===== config.mk =====
export PLATFORM = sky130hd
export DESIGN_NAME = muldiv_sequencer
export DESIGN_NICKNAME = d
export VERILOG_FILES = /design/src/rtl/muldiv_sequencer.sv
export SDC_FILE = /design/constraint.sdc
export NUM_CORES = 1
export LEC_CHECK = 0
export CORE_MARGIN = 2
export CORE_UTILIZATION = 61
export DETAILED_ROUTE_END_ITERATION = 7
export PLACE_DENSITY = 0.86
export SLEW_MARGIN = 25
export SYNTH_ARGS = -nofsm -noshare
export SYNTH_HDL_FRONTEND = slang
export SYNTH_SLANG_ARGS = --single-unit

===== constraint.sdc =====
create_clock -name clk -period 7.9 [get_ports clk]
set_input_delay 1.975 -clock clk [delete_from_list [all_inputs] [get_ports clk]]
set_output_delay 1.975 -clock clk [all_outputs]
set_load 0.02 [all_outputs]

===== src/rtl/muldiv_sequencer.sv =====
// Iterative MULT/MULTU/DIV/DIVU unit with its own sequencer and HI/LO registers.
// Define MULDIV_SIGNED_EN to enable signed MULT/DIV; otherwise every op is unsigned.
module muldiv_sequencer #(
  parameter int WIDTH = 32
) (
  input  logic             clk,
  input  logic             reset,
  input  logic             start,
  input  logic [1:0]       op,
  input  logic [WIDTH-1:0] a,
  input  logic [WIDTH-1:0] b,
  output logic             busy,
  output logic             done,
  output logic             div_zero,
  output logic [WIDTH-1:0] hi,
  output logic [WIDTH-1:0] lo
);

  localparam int CW = $clog2(WIDTH) + 1;
  localparam logic [CW-1:0] LAST_ITER = CW'(WIDTH - 1);

  localparam logic [2:0] S_IDLE = 3'd0;
  localparam logic [2:0] S_PREP = 3'd1;
  localparam logic [2:0] S_RUN  = 3'd2;
  localparam logic [2:0] S_FIX  = 3'd3;
  localparam logic [2:0] S_DONE = 3'd4;

  logic [2:0]         state_q, state_d;
  logic               is_div_q, is_div_d;
  logic [WIDTH-1:0]   mag_a_q, mag_a_d;
  logic [WIDTH-1:0]   mag_b_q, mag_b_d;
  logic [WIDTH-1:0]   raw_a_q, raw_a_d;
  logic               divzero_q, divzero_d;
  logic [2*WIDTH-1:0] acc_q, acc_d;
  logic [CW-1:0]      cnt_q, cnt_d;
  logic [WIDTH-1:0]   hi_q, hi_d;
  logic [WIDTH-1:0]   lo_q, lo_d;
  logic               busy_q, busy_d;
  logic               done_q, done_d;
  logic               div_zero_q, div_zero_d;

  logic [WIDTH-1:0]   in_mag_a_s, in_mag_b_s;
  logic [WIDTH:0]     add_a_s, add_b_s;
  logic               sub_s;
  logic [WIDTH+1:0]   sum_s;
  logic [WIDTH-1:0]   fix_hi_s, fix_lo_s;

`ifdef MULDIV_SIGNED_EN
  logic               sign_res_q, sign_res_d;
  logic               sign_rem_q, sign_rem_d;
  logic               signed_op_s;
  logic [2*WIDTH-1:0] prod_s;

  always_comb begin
    signed_op_s = ~op[0];
    in_mag_a_s  = (signed_op_s && a[WIDTH-1]) ? (~a + 1'b1) : a;
    in_mag_b_s  = (signed_op_s && b[WIDTH-1]) ? (~b + 1'b1) : b;
  end

  // Sign correction of the unsigned result, then the divide-by-zero override.
  always_comb begin
    prod_s = sign_res_q ? (~acc_q + 1'b1) : acc_q;
    if (is_div_q) begin
      fix_lo_s = sign_res_q ? (~acc_q[WIDTH-1:0] + 1'b1) : acc_q[WIDTH-1:0];
      fix_hi_s = sign_rem_q ? (~acc_q[2*WIDTH-1:WIDTH] + 1'b1) : acc_q[2*WIDTH-1:WIDTH];
    end else begin
      fix_lo_s = prod_s[WIDTH-1:0];
      fix_hi_s = prod_s[2*WIDTH-1:WIDTH];
    end
    if (divzero_q) begin
      fix_hi_s = raw_a_q;
      fix_lo_s = {WIDTH{1'b1}};
    end else begin
      fix_hi_s = fix_hi_s;
      fix_lo_s = fix_lo_s;
    end
  end
`else
  logic unused_op0_s;
  assign unused_op0_s = op[0];

  always_comb begin
    in_mag_a_s = a;
    in_mag_b_s = b;
  end

  always_comb begin
    fix_hi_s = divzero_q ? raw_a_q : acc_q[2*WIDTH-1:WIDTH];
    fix_lo_s = divzero_q ? {WIDTH{1'b1}} : acc_q[WIDTH-1:0];
  end
`endif

  // Shared 33-bit adder: multiplicand add for MULT, trial subtract for DIV.
  always_comb begin
    if (is_div_q) begin
      add_a_s = {acc_q[2*WIDTH-1:WIDTH], acc_q[WIDTH-1]};
      add_b_s = {1'b0, mag_b_q};
      sub_s   = 1'b1;
    end else begin
      add_a_s = {1'b0, acc_q[2*WIDTH-1:WIDTH]};
      add_b_s = acc_q[0] ? {1'b0, mag_a_q} : {(WIDTH+1){1'b0}};
      sub_s   = 1'b0;
    end
    sum_s = {1'b0, add_a_s} + {1'b0, add_b_s ^ {(WIDTH+1){sub_s}}}
          + {{(WIDTH+1){1'b0}}, sub_s};
  end

  always_comb begin
    state_d   = state_q;
    is_div_d  = is_div_q;
    mag_a_d   = mag_a_q;
    mag_b_d   = mag_b_q;
    raw_a_d   = raw_a_q;
    divzero_d = divzero_q;
    acc_d     = acc_q;
    cnt_d     = cnt_q;
    hi_d      = hi_q;
    lo_d      = lo_q;
`ifdef MULDIV_SIGNED_EN
    sign_res_d = sign_res_q;
    sign_rem_d = sign_rem_q;
`endif
    case (state_q)
      S_IDLE: begin
        if (start) begin
          state_d   = S_PREP;
          is_div_d  = op[1];
          mag_a_d   = in_mag_a_s;
          mag_b_d   = in_mag_b_s;
          raw_a_d   = a;
          divzero_d = op[1] && (b == {WIDTH{1'b0}});
`ifdef MULDIV_SIGNED_EN
          sign_res_d = signed_op_s && (a[WIDTH-1] ^ b[WIDTH-1]);
          sign_rem_d = signed_op_s && a[WIDTH-1];
`endif
        end else begin
          state_d = S_IDLE;
        end
      end
      S_PREP: begin
        // Low half of acc holds the multiplier or the dividend (future quotient).
        acc_d   = is_div_q ? {{WIDTH{1'b0}}, mag_a_q} : {{WIDTH{1'b0}}, mag_b_q};
        cnt_d   = {CW{1'b0}};
        state_d = S_RUN;
      end
      S_RUN: begin
        if (is_div_q) begin
          acc_d = {(sum_s[WIDTH+1] ? sum_s[WIDTH-1:0] : add_a_s[WIDTH-1:0]),
                   acc_q[WIDTH-2:0], sum_s[WIDTH+1]};
        end else begin
          acc_d = {sum_s[WIDTH:0], acc_q[WIDTH-1:1]};
        end
        cnt_d = cnt_q + 1'b1;
        if (cnt_q == LAST_ITER) begin
          state_d = S_FIX;
        end else begin
          state_d = S_RUN;
        end
      end
      S_FIX: begin
        hi_d    = fix_hi_s;
        lo_d    = fix_lo_s;
        state_d = S_DONE;
      end
      S_DONE:  state_d = S_IDLE;
      default: state_d = S_IDLE;
    endcase
    busy_d     = (state_d == S_PREP) || (state_d == S_RUN) || (state_d == S_FIX);
    done_d     = (state_d == S_DONE);
    div_zero_d = (state_d == S_DONE) && divzero_q;
  end

  // State and output registers with synchronous reset.
  always_ff @(posedge clk) begin
    if (reset) begin
      state_q    <= S_IDLE;
      is_div_q   <= 1'b0;
      mag_a_q    <= {WIDTH{1'b0}};
      mag_b_q    <= {WIDTH{1'b0}};
      raw_a_q    <= {WIDTH{1'b0}};
      divzero_q  <= 1'b0;
      acc_q      <= {(2*WIDTH){1'b0}};
      cnt_q      <= {CW{1'b0}};
      hi_q       <= {WIDTH{1'b0}};
      lo_q       <= {WIDTH{1'b0}};
      busy_q     <= 1'b0;
      done_q     <= 1'b0;
      div_zero_q <= 1'b0;
`ifdef MULDIV_SIGNED_EN
      sign_res_q <= 1'b0;
      sign_rem_q <= 1'b0;
`endif
    end else begin
      state_q    <= state_d;
      is_div_q   <= is_div_d;
      mag_a_q    <= mag_a_d;
      mag_b_q    <= mag_b_d;
      raw_a_q    <= raw_a_d;
      divzero_q  <= divzero_d;
      acc_q      <= acc_d;
      cnt_q      <= cnt_d;
      hi_q       <= hi_d;
      lo_q       <= lo_d;
      busy_q     <= busy_d;
      done_q     <= done_d;
      div_zero_q <= div_zero_d;
`ifdef MULDIV_SIGNED_EN
      sign_res_q <= sign_res_d;
      sign_rem_q <= sign_rem_d;
`endif
    end
  end

  assign busy     = busy_q;
  assign done     = done_q;
  assign div_zero = div_zero_q;
  assign hi       = hi_q;
  assign lo       = lo_q;

endmodule


==> results of run 1 <==
cell families after synthesis:
logic type               after synthesis
AO/OA/AOI/OAI                        416
buffers and inverters                127
AND/OR/NAND/NOR                      543
multiplexers                          71
XOR/XNOR                              31
adder cells (fa/ha/maj)               33
flip-flops                           206
worst max-delay path by stage:
stage / to / cells past startpoint
after CTS: acc_q[39] / 11
after floorplan: acc_q[58] / 14
after global placement: acc_q[39] / 11
final: acc_q[35] / 11
after global routing: acc_q[35] / 12
after detailed placement: acc_q[39] / 11
stage by stage:
step                      cell area (µm²)  hold slack [ns]  worst slack (ns)  cells  power (µW)
final                               13300            0.482              3.20   1729        2720
after global routing                13300            0.492              2.89   1727        2810
after CTS                           13300            0.476              3.31   1727        2720
after detailed placement            12500            0.468              3.33   1686        1590
after global placement              12500            0.457              3.41   1686        1570
after floorplan                     11200            0.446              3.98   1427        1440
worst min-delay path, delay by kind of cell, from the launching register on:
kind,cells,cell delay (ns)
compound gates,1,0.05
flops,1,0.32
simple gates,1,0.06
per-layer routing:
| metal | vias to the layer above | track usage (%) |
|---|---|---|
| li1 | 5290 | - |
| met1 | 5054 | 42.0 |
| met2 | 521 | 53.9 |
| met3 | 137 | 7.12 |
| met4 | 2 | 18.5 |
| met5 | - | 0 |
sequential cells by signal, indices dropped and copies added (netlist names):
name and cells:
busy 1, acc_q 64, state_q 3, is_div_q 1
lo 32, mag_b_q 32, divzero_q 1, hi 32
cnt_q 6, div_zero 1, raw_a_q 32, done 1
power by group through the flow:
stage               registers [µW]  clock network [µW]  logic [µW]
floorplan                     1170                   0         276
global route                  1180                1190         441
global placement              1190                   0         382
finish                        1170                1150         403
detailed placement            1190                   0         393
CTS                           1170                1150         397
cell usage in the layout (no fill, tap or decap), types with 31 or more instances in the layout:
master,instances
nand2_1,196
a211oi_1,45
a21oi_1,116
o21ai_0,68
nand3_1,45
o221ai_1,38
clkdlybuf4s50_1,133
nor2_1,138
dfxtp_1,204
mux2i_1,42
nor3_1,96
ha_1,32
o21a_1,31
final cells by class:
cell class              count  share of cell area, %
repair buffers            149                   10.9
well taps                 229                   2.15
diodes                      2                 0.0376
multi-input cells        1094                   49.6
inverters                   8                  0.225
clock inverters            10                   1.17
flip-flops and latches    206                   31.0
clock buffers              31                   4.92
==> impl_metrics.json, run 1 <==
{
  "finClkSkew_ns": 0.0124,
  "hold_start": "mag_b_q[21]",
  "first_pass_iters": 6,
  "reg2reg_depth": 11,
  "ant_nets": 0,
  "final_core_util_pct": 73.9,
  "grt_pass1_wl_um": 53500,
  "synth_top_family_by_area": "compound AO/OA/AOI/OAI gates",
  "drc": 0,
  "wire_per_inst_um": 19.7,
  "slew-limit-headroom_pct": 30.0,
  "synth_compound_area_share_pct": 24.3,
  "netlist_area_um2": 11200,
  "p_leak_uw": 0.00479,
  "highest_layer": "met5",
  "synth-edff-count": 0,
  "wl_met3_um": 2840,
  "post_cts_resized": 0,
  "synth_cell_type_count": 73,
  "reg2reg_to": "acc_q[35]",
  "ys_seq_area_share_pct": 36.7,
  "start_util_pct": 62.4,
  "clock_path_buffers": 3,
  "clockPowerShare_pct": 42.1,
  "hpwl_um": 23400,
  "rsz0062_at_grt": "no",
  "yosys_warnings": 0,
  "grt_max_degree": 93,
  "cts_tree": "done",
  "fp.dieW_um": 140,
  "cts_setup_buffers": 0,
  "numCtsBuffers": 23,
  "timing_worst_setup_path_type": "reg2reg",
  "drtIter0Drc": 1099,
  "cellPowerDensity_nw_per_um2": 205,
  "antenna_found_initial": 3,
  "wl_met2_um": 15600,
  "path_cells": "buf_4, mux2_2, ha_1, nand4_1, or3_1, o21a_1, o21ai_2, a21bo_1, mux2i_1, a21oi_1, a21o_1",
  "synth-xor-area-share_pct": 2.41,
  "whs_endpoint": "mag_b_q[21]",
  "grt_remaining_overflow": 0,
  "setup-violations-final": 0,
  "synth_common_cells": "dfxtp_1, nand2_1, nor2_1",
  "cts_hold_buf": 0,
  "root_buffer": "clkbuf_16",
  "io_pins": 136,
  "drive_above_1_share_pct": 7.48,
  "cp-start-kind": "flip-flop",
  "max_stage_delay_ns": 0.83,
  "swShare_pct": 27.6,
  "cp_top_family": "compound AO/OA/AOI/OAI gates",
  "setup-tns-final_ns": 0,
  "synth_cells": 1427,
  "synthDominantCellAreaShare_pct": 36.7,
  "clk_pin_slew_worst_paths_ns": 0.06,
  "core_area_um2": 18000,
  "hold_path_class": "reg2reg",
  "async_reset_ff_share_pct": 0,
  "p_sw_uw": 752,
  "synth_adder_area_share_pct": 3.74,
  "max_slew.worst_pin.slew_ns": 1.05,
  "die_height_um": 140,
  "area_growth_pct": 18.4,
  "wl_met1_um": 13600,
  "drv_slew": 0,
  "crit_path_top_delay_cell": "dfxtp_4",
  "ys_seq_elements": 206,
  "yosys_most_used_dff": "dfxtp_1",
  "grt_pass1_vias": 10240,
  "startpoint": "is_div_q",
  "p_seq_share_pct": 43.1,
  "syn_nets": 1529,
  "gp_congestion": 1.01,
  "final-seq-area_um2": 4130,
  "finalHoldViolCount": 0,
  "fin_crit_ns": 4.70,
  "internal-power_uw": 1970,
  "final_nets": 1584,
  "vias": 11004,
  "status": "finished, final reports clean",
  "cts.sinks": 206,
  "multi_input_area_um2": 6600,
  "row_count": 49,
  "io_buffers": 134,
  "track_usage_pct": 33.5,
  "fmax_mhz": 213,
  "yosys.area.top_type": "dfxtp_1",
  "cp_data_arrival_time_ns": 5.11,
  "fill_cells": 1377,
  "period_share_pct": 59.5,
  "die_area_um2": 19500,
  "r2r_start": "is_div_q",
  "hold_depth": 2,
  "viasPerCell": 6.36,
  "irDropWorstVdd_mv": 0.313,
  "worstPathRequired_ns": 8.31,
  "ctsHtreeMaxLevel": 1,
  "clk_latency_ns": 0.52,
  "synthMuxAreaShare_pct": 6.64,
  "critPathBufInv": 1,
  "drv_cap": 0,
  "avgSynthCellArea_um2": 7.88,
  "yosys.area_share.simple_pct": 21.4,
  "drt_wl_total_um": 34000,
  "cp-end-kind": "flip-flop",
  "synth_area_leaders": "dfxtp_1, nand2_1, a21oi_1",
  "p_comb_share_pct": 14.8,
  "critPathMaxFanout": 71,
  "reg2reg_slack_ns": 3.20,
  "synth.most_common_cell": "dfxtp_1"
}
No activity file was read; power rests on OpenSTA's default activity.
==> inputs of run 2 (changes only) <==
--- a/config.mk
+++ b/config.mk
@@ -6,9 +6,9 @@
 export NUM_CORES = 1
 export LEC_CHECK = 0
 export CORE_MARGIN = 2
-export CORE_UTILIZATION = 61
+export CORE_UTILIZATION = 51
 export DETAILED_ROUTE_END_ITERATION = 7
-export PLACE_DENSITY = 0.86
+export PLACE_DENSITY = 0.77
 export SLEW_MARGIN = 25
 export SYNTH_ARGS = -nofsm -noshare
 export SYNTH_HDL_FRONTEND = slang
==> constraint.sdc (replaced) <==
create_clock -name clk -period 4 [get_ports clk]
set_input_delay 1 -clock clk [delete_from_list [all_inputs] [get_ports clk]]
set_output_delay 1 -clock clk [all_outputs]
set_load 0.02 [all_outputs]
==> run 2 against run 1 <==
Net effect:
- sequential power up 97%
- clock power rose by 80%
- core utilization down 12 points
- power up 91%
- first-iteration DRC count up 1.8%
- highest routed layer is now met4
- hold slack worse by 0.0024 ns
- non-clock buffer count grew 19
- combinational power grew 110%
- critical path depth rose by 1
==> impl_metrics.json, run 2 (same netlist as run 1, synthesis figures left out) <==
{
  "gp_congestion": 0.972,
  "ctsHtreeMaxLevel": 1,
  "fp.dieW_um": 152,
  "hold_depth": 2,
  "grt_pass1_wl_um": 54700,
  "row_count": 54,
  "finalHoldViolCount": 0,
  "cp-start-kind": "flip-flop",
  "wire_per_inst_um": 19.4,
  "cts.sinks": 206,
  "numCtsBuffers": 23,
  "antenna_found_initial": 1,
  "fill_cells": 1958,
  "drt_wl_total_um": 34700,
  "wl_met1_um": 14900,
  "status": "finished, final reports clean",
  "ant_nets": 0,
  "drv_cap": 0,
  "irDropWorstVdd_mv": 0.293,
  "dpl_cell_area_um2": 12700,
  "io_pins": 136,
  "worstPathRequired_ns": 4.43,
  "die_area_um2": 23300,
  "timing_worst_setup_path_type": "reg2reg",
  "setup-violations-final": 0,
  "p_sw_uw": 1480,
  "hold_path_class": "reg2reg",
  "max_slew.worst_pin.slew_ns": 0.981,
  "design_area_um2": 13500,
  "grt_pass1_vias": 10147,
  "drtIter0Drc": 1119,
  "regMostFlops": "acc_q",
  "finClkSkew_ns": 0.0100,
  "p_leak_uw": 0.00485,
  "p_comb_share_pct": 16.0,
  "start_util_pct": 51.7,
  "wl_met3_um": 2520,
  "clock_path_buffers": 3,
  "setup-tns-final_ns": 0,
  "drv_slew": 0,
  "diodes": 0,
  "area_growth_pct": 19.9,
  "fmax_mhz": 269,
  "internal-power_uw": 3720,
  "reg2reg_depth": 12,
  "cp_data_arrival_time_ns": 4.15,
  "hpwl_um": 24800,
  "cp-end-kind": "flip-flop",
  "first_pass_iters": 5,
  "drc": 0,
  "vias": 10982,
  "final_common_cell": "dfxtp_1",
  "io_buffers": 134,
  "fin_crit_ns": 3.72,
  "die_height_um": 152,
  "cts_tree": "done",
  "path_cells": "buf_4, mux2_2, ha_1, nand3_4, or2_1, or3_1, o221ai_2, a32oi_1, a31oi_1, xnor2_1, o21ai_1, a32o_2",
  "reg2reg_slack_ns": 0.28,
  "whs_endpoint": "mag_b_q[14]",
  "slew-limit-headroom_pct": 34.5,
  "largest_reg_flops": 64,
  "final_nets": 1603,
  "whs_ns": 0.480,
  "critPathMaxFanout": 26,
  "layout_common_cells": "dfxtp_1, nand2_1, nor2_1",
  "max_stage_delay_ns": 0.56,
  "root_buffer": "clkbuf_16",
  "clockPowerShare_pct": 39.8,
  "swShare_pct": 28.4,
  "drive_above_1_share_pct": 8.52,
  "core_area_um2": 21800,
  "crit_path_top_delay_cell": "dfxtp_4",
  "p_seq_share_pct": 44.2,
  "track_usage_pct": 28.7,
  "reg2reg_to": "acc_q[63]",
  "clk_latency_ns": 0.53,
  "wl_met2_um": 15900,
  "cellPowerDensity_nw_per_um2": 386,
  "r2r_start": "is_div_q",
  "clk_pin_slew_worst_paths_ns": 0.07,
  "period_share_pct": 93.0,
  "grt_max_degree": 71,
  "viasPerCell": 6.12,
  "cts_hold_buf": 0,
  "highest_layer": "met4",
  "grt_remaining_overflow": 0,
  "rsz0062_at_grt": "no",
  "hold_start": "mag_b_q[14]"
}
==> run 2: cell count changes in the layout (fill, tap and decap cells not counted), sizes merged, moves of 2 or more <==
cell,previous run,this run
bufinv,4,1
diode,2,0
clkinv,5,2
buf,16,35
==> run 2: timing repair <==
item,4_1_cts,5_1_grt
buffers inserted,0,0
setup endpoints to repair,0,6
resized for setup,0,2
==> run 2: worst max-delay path by stage <==
| stage | end | from | slack (ns) |
|---|---|---|---|
| global placement | acc_q[35] | is_div_q | 0.32 |
| detailed placement | acc_q[62] | is_div_q | 0.30 |
| global route | acc_q[62] | is_div_q | 0.04 |
| CTS | acc_q[39] | is_div_q | 0.27 |
| floorplan | acc_q[58] | is_div_q | 0.08 |
| finish | acc_q[63] | is_div_q | 0.28 |
==> run 2: cell type report <==
cell class / count / area (µm²) / area share [%]
multi-input combinational: 1094 / 6610 / 49.0
sequential: 206 / 4130 / 30.6
timing repair buffer: 168 / 1630 / 12.1
clock buffer: 32 / 659 / 4.89
tap: 280 / 350 / 2.60
clock inverter: 6 / 75.1 / 0.557
inverter: 8 / 30.0 / 0.223
==> run 2: per-layer routing <==
metal  vias up  GRT usage (%)
met5         -              0
met4         0           12.0
met3        90           5.06
met2       418           46.2
met1      5165           38.2
li1       5309              -
==> run 2: power by group through the flow <==
stage | registers (µW) | logic, µW | clock network, µW
CTS | 2300 | 822 | 2090
detailed placement | 2340 | 817 | 0
floorplan | 2310 | 546 | 0
global placement | 2340 | 803 | 0
finish | 2300 | 830 | 2070
global route | 2310 | 907 | 2180
==> run 2: worst max-delay path: cells and delay by family, from the launching register on <==
family          cells  cell delay (ns)
compound gates      5             1.09
simple gates        3             0.70
flops               1             0.56
mux                 1             0.37
fa+ha+maj           1             0.36
buf+inv             1             0.35
xor+xnor            1             0.17
==> run 2: through the flow <==
step                      utilization, %  std cells  total power (µW)  worst slack [ns]
final                               62.0       1794              5200             0.279
after global routing                62.0       1794              5400            0.0406
after CTS                           62.0       1794              5210             0.270
after detailed placement            58.6       1756              3160             0.303
after global placement              58.6       1756              3140             0.324
after floorplan                        -       1427              2850            0.0826
==> inputs of run 3 (changes only) <==
--- a/config.mk
+++ b/config.mk
@@ -8,6 +8,7 @@
 export CORE_MARGIN = 2
 export CORE_UTILIZATION = 51
 export DETAILED_ROUTE_END_ITERATION = 7
+export GPL_TIMING_DRIVEN = 0
 export PLACE_DENSITY = 0.77
 export SLEW_MARGIN = 25
 export SYNTH_ARGS = -nofsm -noshare
==> run 3 against run 2 <==
Net effect:
- maximum frequency decreased by 4.9%
- core utilization grew 2.1 points
- clock skew fell by 0.0016 ns
- die area is the same
- final cell count increased by 5.4%
- power is 8.8% higher
- cell area is 3.4% higher
- largest power group is now the clock network
==> impl_metrics.json, run 3 (same netlist as run 1, synthesis figures left out) <==
{
  "status": "finished, final reports clean",
  "p_leak_uw": 0.00501,
  "grt_pass1_wl_um": 63700,
  "layout_common_cells": "dfxtp_1, nand2_1, nor2_1",
  "viasPerCell": 6.32,
  "cts_hold_buf": 0,
  "cts.sinks": 206,
  "max_slew.worst_pin.slew_ns": 0.898,
  "drt_wl_total_um": 42000,
  "drtIter0Drc": 1278,
  "fp.dieW_um": 152,
  "root_buffer": "clkbuf_16",
  "row_count": 54,
  "finalNonFillerCells": 1890,
  "period_share_pct": 97.9,
  "finalHoldViolCount": 0,
  "grt_pass1_vias": 10994,
  "finClkSkew_ns": 0.00849,
  "core_area_um2": 21800,
  "cp_data_arrival_time_ns": 4.36,
  "ctsHtreeMaxLevel": 1,
  "cp-end-kind": "flip-flop",
  "gp_congestion": 1.01,
  "area_growth_pct": 24.0,
  "fill_cells": 1983,
  "die_height_um": 152,
  "fmax_mhz": 255,
  "track_usage_pct": 34.6,
  "finalPower_uw": 5660,
  "ant_nets": 0,
  "die_area_um2": 23300,
  "wire_per_inst_um": 22.2,
  "largest_reg_flops": 64,
  "final_common_cell": "dfxtp_1",
  "clk_pin_slew_worst_paths_ns": 0.07,
  "drv_slew": 0,
  "hpwl_um": 32300,
  "cellPowerDensity_nw_per_um2": 405,
  "dp.cells": 1841,
  "whs_ns": 0.478,
  "drc": 0,
  "io_buffers": 133,
  "multi_input_area_um2": 6640,
  "critPathMaxFanout": 10,
  "grt_remaining_overflow": 0,
  "first_pass_iters": 7,
  "regMostFlops": "acc_q",
  "reg2reg_slack_ns": 0.09,
  "final-seq-area_um2": 4130,
  "clock_path_buffers": 3,
  "drive_above_1_share_pct": 8.39,
  "cp-start-kind": "flip-flop",
  "fin_crit_ns": 3.91,
  "final_nets": 1693,
  "hold_path_class": "reg2reg",
  "vias": 11941,
  "start_util_pct": 51.7,
  "antenna_found_initial": 2,
  "setup-violations-final": 0,
  "slew-limit-headroom_pct": 40.1,
  "clk_latency_ns": 0.53,
  "grt_max_degree": 14,
  "drv_cap": 0,
  "hold_depth": 2,
  "reg2reg_depth": 14,
  "worstPathRequired_ns": 4.45,
  "irDropWorstVdd_mv": 0.282,
  "numCtsBuffers": 24,
  "final_core_util_pct": 64.1,
  "cts_tree": "done",
  "io_pins": 136,
  "timing_worst_setup_path_type": "reg2reg"
}
==> run 3: cell type report <==
type	count	area share, %
multi-input cells	1094	47.6
flip-flops and latches	206	29.6
repair buffers	138	9.80
clock buffers	29	4.58
plain buffers	119	4.02
well taps	280	2.51
clock inverters	15	1.63
inverters	8	0.251
diodes	1	0.0179
==> run 3: power breakdown <==
part           switching (µW)  total, µW  internal, µW
registers                 142       2310          2170
logic                     567        921           354
clock network             957       2430          1470
==> run 3: timing repair <==
action	4_1_cts	5_1_grt
endpoints found under the hold margin	0	0
resized for setup	21	20
pin swaps	1	6
setup endpoints to repair	33	29
buffers inserted	1	3
==> run 3: routing by layer <==
layer | track usage (%) | vias to the layer above | share of wire [%]
met5 | 0 | - | 0.031
met4 | 13.5 | 2 | 4.7
met3 | 7.42 | 138 | 11
met2 | 54.8 | 733 | 44
met1 | 46.4 | 5577 | 41
li1 | - | 5491 | -
==> run 3: critical path, stage by stage, from the launching register on <==
cell and delay (ns):
dfxtp_4 0.39, clkbuf_8 0.19, clkbuf_8 0.20, buf_8 0.16, mux2_2 0.38, fa_2 0.44, a211oi_2 0.26, nor3_1 0.11
o31a_1 0.42, o41ai_4 0.35, o21a_1 0.22, o221a_2 0.22, xor2_2 0.08, and2_1 0.17, o31ai_1 0.23
==> run 3: final timing paths <==
path / end / from
setup / recovery: acc_q[57] / is_div_q
hold / removal: mag_b_q[27] / mag_b_q[27]
setup reg to reg: acc_q[57] / is_div_q
hold reg to reg: mag_b_q[27] / mag_b_q[27]
==> run 3: metrics by stage <==
step                setup TNS, ns  setup slack (ns)  instance area (µm²)
finish                          0            0.0856                13900
detailed placement         -26.73             -1.03                12900
global placement           -24.82             -1.02                12900
global route              -0.0156          -0.00769                13900
floorplan                       0            0.0826                11200
CTS                             0           0.00377                13900
